## src/rtl/snake_dir_input.sv

```systemverilog
// Debounces three active-low direction buttons, decodes them into direction codes and queues
// accepted commands for the game core. Define SNAKE_DIR_REVERSE_FILTER_EN to also reject reversals.
module snake_dir_input #(
  parameter int          DEBOUNCE_CYCLES = 1000000,
  parameter int          DEPTH           = 2,
  parameter logic [1:0]  INIT_DIR        = 2'b11
) (
  input  logic       clk,
  input  logic       rst,
  input  logic [2:0] button,
  input  logic       dir_ready,
  output logic       dir_valid,
  output logic [1:0] dir_code,
  output logic [1:0] last_dir,
  output logic [3:0] q_level,
  output logic       dropped
);

  localparam int            CW      = $clog2(DEBOUNCE_CYCLES);
  localparam int            PW      = $clog2(DEPTH);
  localparam logic [CW-1:0] CNT_MAX = CW'(DEBOUNCE_CYCLES - 1);
  localparam logic [3:0]    DEPTH_L = 4'(DEPTH);
  localparam logic [2:0]    NONE    = 3'b100;

  logic [2:0]    sync_a;
  logic [2:0]    sync_b;
  logic [2:0]    deb;
  logic [CW-1:0] cnt [3];
  logic [2:0]    pressed;
  logic [2:0]    dec_next;
  logic [2:0]    dec;
  logic [2:0]    dec_prev;
  logic          ev;
  logic [1:0]    ev_code;
  logic          reject;
  logic          accept;
  logic          full;
  logic          pop;
  logic          push;
  logic          drop;
  logic [1:0]    mem [DEPTH];
  logic [PW-1:0] wr_ptr;
  logic [PW-1:0] rd_ptr;
  logic [1:0]    head_hold;

  always_ff @(posedge clk) begin
    if (rst) begin
      sync_a <= 3'b111;
      sync_b <= 3'b111;
    end else begin
      sync_a <= button;
      sync_b <= sync_a;
    end
  end

  // A pending change in sync_a means sync_b is about to move, so the run restarts.
  always_ff @(posedge clk) begin
    if (rst) begin
      deb <= 3'b111;
      for (int i = 0; i < 3; i++) cnt[i] <= '0;
    end else begin
      for (int i = 0; i < 3; i++) begin
        if (sync_b[i] == deb[i] || sync_a[i] != sync_b[i]) begin
          cnt[i] <= '0;
        end else if (cnt[i] == CNT_MAX) begin
          deb[i] <= sync_b[i];
          cnt[i] <= '0;
        end else begin
          cnt[i] <= cnt[i] + 1'b1;
        end
      end
    end
  end

  assign pressed = ~deb;

  // Decode is {none_flag, code}; multi-press and no-press both map to NONE.
  always_comb begin
    dec_next = NONE;
    unique case (pressed)
      3'b100:  dec_next = 3'b010;
      3'b010:  dec_next = 3'b001;
      3'b001:  dec_next = 3'b011;
      default: dec_next = NONE;
    endcase
  end

  always_ff @(posedge clk) begin
    if (rst) begin
      dec      <= NONE;
      dec_prev <= NONE;
    end else begin
      dec      <= dec_next;
      dec_prev <= dec;
    end
  end

  assign ev      = (dec != dec_prev) && !dec[2];
  assign ev_code = dec[1:0];

`ifdef SNAKE_DIR_REVERSE_FILTER_EN
  assign reject = (ev_code == last_dir) || (ev_code == (last_dir ^ 2'b10));
`else
  assign reject = (ev_code == last_dir);
`endif

  assign accept    = ev && !reject;
  assign dir_valid = (q_level != 4'd0);
  assign full      = (q_level == DEPTH_L);
  assign pop       = dir_valid && dir_ready;
  assign push      = accept && (!full || pop);
  assign drop      = accept && full && !pop;
  assign dir_code  = dir_valid ? mem[rd_ptr] : head_hold;

  // head_hold keeps the last popped entry visible while the queue is empty.
  always_ff @(posedge clk) begin
    if (rst) begin
      for (int i = 0; i < DEPTH; i++) mem[i] <= 2'b00;
      wr_ptr    <= '0;
      rd_ptr    <= '0;
      q_level   <= 4'd0;
      head_hold <= 2'b00;
      last_dir  <= INIT_DIR;
      dropped   <= 1'b0;
    end else begin
      dropped <= drop;
      if (push) begin
        mem[wr_ptr] <= ev_code;
        wr_ptr      <= wr_ptr + 1'b1;
        last_dir    <= ev_code;
      end
      if (pop) begin
        head_hold <= mem[rd_ptr];
        rd_ptr    <= rd_ptr + 1'b1;
      end
      unique case ({push, pop})
        2'b10:   q_level <= q_level + 4'd1;
        2'b01:   q_level <= q_level - 4'd1;
        default: q_level <= q_level;
      endcase
    end
  end

endmodule
```

## config.mk

```make
export PLATFORM = sky130hd
export DESIGN_NAME = snake_dir_input
export DESIGN_NICKNAME = d
export VERILOG_FILES = /design/src/rtl/snake_dir_input.sv
export SDC_FILE = /design/constraint.sdc
export NUM_CORES = 1
export LEC_CHECK = 0
export BUFFER_PORTS_ARGS = -buffer_cell sky130_fd_sc_hd__buf_2
export CORE_UTILIZATION = 28
export CTS_BUF_LIST = sky130_fd_sc_hd__clkbuf_16
export CTS_CLUSTER_SIZE = 8
export DETAILED_ROUTE_END_ITERATION = 16
export PLACE_DENSITY = 0.42
export SLEW_MARGIN = 5
export SYNTH_ARGS = -nofsm -noshare
export SYNTH_HDL_FRONTEND = slang
export SYNTH_SLANG_ARGS = --single-unit
export TNS_END_PERCENT = 10
```

## constraint.sdc

```tcl
create_clock -name clk -period 2.7 [get_ports clk]
set_input_delay 0.405 -clock clk [delete_from_list [all_inputs] [get_ports clk]]
set_output_delay 0.405 -clock clk [all_outputs]
set_load 0.05 [all_outputs]
```

==> flow_summary_export.csv <==
group,metric,value,unit
outcome,status,"finished, final reports clean",
cells_and_area,drive_gt1_frac,0.114,
cells_and_area,areaGrowthSynthToFinish,19.6,%
cts,cts_resized,0,
pwr,p_int,2.57,mW
place,gp_congestion,0.723,
setup_path,crit_slowest_cell,"or4_4",
synthesis,synthCells,433,
cts,post_cts_buffers,0,
sta,rsz0062_at_grt,"false",
sta,min_period_over_period,0.921,
global_routing,grt_pass1_vias,3094,
global_routing,grt.overflow.total,0,
worst_hold_path,hold_path_end,"sync_a[1]",
synthesis,ys_types,49,
global_routing,grt_pass1_wl,14300,µm
cells_and_area,diodes,0,
floorplanning,core_area,15900,µm²
pwr,vdd_ir_drop_max,425,µV
global_routing,track_usage,0.111,
setup_path,critPathRequiredTime,2940,ps
routing,wl_met1,4070,µm
routing,highest_layer,"met4",
worst_hold_path,hold_path_class,"input port to register",
synthesis,synth_area_per_cell,10.5,µm²
routing,post_drt_wl_per_cell,11.1,µm
floorplanning,die-area,16800,µm²
pwr,p_clk_frac,0.347,
floorplanning,row_count,46,
floorplanning,die_y,129,µm
routing,drtIter0Drc,108,
cts,htree_levels,3,
sta,worstMarginPinSlew,546,ps
setup_path,cp.arrival,2720,ps
cts,cts_tree,"done",
setup_path,r2r_slack,210,ps
synthesis,synth_seq_area_share,0.541,
cts,clock-sinks,91,
floorplanning,die_x,129,µm
setup_path,max_stage_delay,570,ps
setup_path,start_kind,"register",
cells_and_area,num-nets-final,523,
synthesis,yosysTopAreaCell,"edfxtp_1",
synthesis,synth_edf_count,64,
pwr,power,3.70,mW
cells_and_area,fill_cells,1681,
routing,drtPass1Iterations,4,
setup_path,endpoint_kind,"register",
cts,holdBufCountCts,0,
synthesis,ys_ff_latch,91,
setup_path,critical_path_class,"register to register",
sta,finalSetupViolations,0,
sta,min_period,2490,ps
sta,fmax,402,MHz
setup_path,ff2ff_path_depth,9,
sta,fin_skew,4.80,ps
routing,routed-wl-met3,211,µm
pwr,power_density,679,nW/µm²
cts,root_buffer,"clkbuf_16",
cts,clk_pin_slew,60,ps
global_routing,antenna_found_initial,0,
floorplanning,start_util,0.286,
setup_path,rr_startpoint,"q_level[0]",
setup_path,path_max_fanout,9,
routing,via_count,3084,
worst_hold_path,hold_depth,2,
setup_path,worst_r2r_endpoint,"q_level[3]",
synthesis,synthFlopType,"edfxtp_1",
routing,vias_per_cell,4.21,
pwr,p_sw,1.13,mW
global_routing,grt_max_degree,32,
sta,setup_tns,0,ps
worst_hold_path,hold_start,"button[1]",
synthesis,synth_top_cell_area_share,0.422,
sta,hold_slack,249,ps
pwr,swShare,0.306,
routing,wl,8130,µm
place,port_buffers,15,
synthesis,synthArstFlopShare,0,
pwr,seqPwrFrac,0.452,
routing,drc,0,
job,cap_violations,0,
synthesis,yosysWarnings,0,
cts,clockBufferDepth,2,
sta,relSlewSlack,0.634,
synthesis,synthTopCellsByArea,"edfxtp_1 (42%), dfxtp_1 (12%), xor2_1 (7.1%)",
sta,hold_viol,0,
pwr,p_leak,1.96,nW
setup_path,worstPathCellList,"or4_4 -> and2_4 -> nand2_4 -> inv_6 -> ha_4 -> a21o_2 -> a21oi_4 -> mux2i_4 -> mux2_4",
routing,wl_met2,3690,µm
cts,cts_made_buffers,9,
pwr,combPwrFrac,0.200,
place,post-dp-hpwl,5620,µm
sta,drv_slew,0,
floorplanning,ios,16,
routing,drtAntennaViolNets,0,
synthesis,synth_area,4550,µm²
cts,clock_latency,340,ps
==> Yosys cell counts (2+ instances only) <==
library cell,number
nor3_1,12
nor4_1,6
edfxtp_1,64
nand2b_1,2
nand3_1,26
buf_6,3
xnor2_1,26
nand2_1,30
inv_1,11
nand3b_1,3
and3_1,8
nand4_1,8
mux2i_1,4
clkbuf_1,9
and4_1,8
o21ai_0,4
a211oi_1,2
xor2_1,37
nor4b_1,6
or3_1,3
nor2_1,81
dfxtp_1,27
ha_1,5
a211o_1,2
or2_2,9
and2_1,2
nor2b_1,3
a21oi_1,8
nor3b_1,4
==> critical path: cells and delay by family, from the launching register on <==
family	cells	cell delay (ps)
simple gates	3	850
mux	2	560
flops	1	370
compound gates	2	350
fa+ha+maj	1	200
buf+inv	1	60
==> cell type report <==
cell class	count	area (µm²)	share of cell area
inverter	12	50.0	0.00920
clock buffer	11	275	0.0506
sequential	91	2470	0.454
clock inverter	5	30.0	0.00552
multi-input combinational	376	2220	0.409
tap	216	270	0.0497
timing repair buffer	21	120	0.0221
==> routing by layer <==
layer | up-vias | GRT usage
met2 | 19 | 0.180
met3 | 11 | 0.0314
li1 | 1619 | -
met4 | 0 | 0.0492
met1 | 1435 | 0.136
met5 | - | 0
==> power groups by stage <==
stage / Combinational (mW) / Sequential (mW) / Clock [mW]
floorplan: 0.621 / 1.76 / 0
global placement: 0.739 / 1.70 / 0
detailed placement: 0.747 / 1.70 / 0
CTS: 0.750 / 1.67 / 1.34
global route: 0.806 / 1.69 / 1.39
finish: 0.741 / 1.67 / 1.28
==> through the flow <==
step | util | worst slack (ps) | cell area, µm² | instances
2_1_floorplan | - | 3.61 | 4830 | 492
3_3_place_gp | 0.323 | 241 | 5140 | 716
3_5_place_dp | 0.323 | 208 | 5140 | 716
4_1_cts | 0.343 | 201 | 5440 | 732
5_1_grt | 0.343 | 133 | 5440 | 732
6_report | 0.343 | 214 | 5440 | 732
==> cells in the final DEF, fill, tap and decap left out, types with 3 or more instances in the layout <==
cell type	synthesis	routed
conb_1	1	60
nor3b_1	4	4
nand3b_1	3	3
inv_1	11	11
a21oi_1	8	7
nand2_1	30	29
xnor2_1	26	26
edfxtp_1	64	64
ha_1	5	4
or3_1	3	3
buf_4	0	6
and3_1	8	8
nor4b_1	6	6
and4_1	8	8
dfxtp_1	27	23
buf_2	0	15
nand3_1	26	26
clkbuf_16	0	11
nor4_1	6	6
or2_2	9	9
inv_6	0	3
o21ai_0	4	4
nor2_1	81	81
xor2_1	37	37
nand4_1	8	8
nor2b_1	3	3
nor3_1	12	12
mux2i_1	4	4
==> worst max-delay path by stage <==
stage | startpoint | end | slack (ps)
after floorplan | q_level[0] | q_level[3] | 4
after global placement | q_level[0] | q_level[3] | 240
after detailed placement | q_level[0] | q_level[3] | 210
after CTS | q_level[0] | q_level[3] | 200
after global routing | q_level[0] | q_level[3] | 130
final | q_level[0] | q_level[3] | 210
==> sequential cells by signal, indices dropped and copies added, names as in the netlist, 3 cells and up, named ones only <==
name,cells
sync_a,3
sync_b,3
q_level,4
dec_prev,3
dec,3
cnt,60
deb,3
mem,4
==> cell families (layout without fill, tap and decap cells) <==
logic type | Yosys count | after routing | synth area share
other | 1 | 60 | 0.000824
buffers and inverters | 25 | 49 | 0.0256
DFF | 91 | 91 | 0.541
xor gates and xnor gates | 63 | 63 | 0.121
and+or+nand+nor | 216 | 216 | 0.239
AOI/OAI and AO/OA | 24 | 24 | 0.0346
muxes | 7 | 7 | 0.0195
adders and majority gates | 6 | 6 | 0.0181
(Power assumes the default switching activity.)
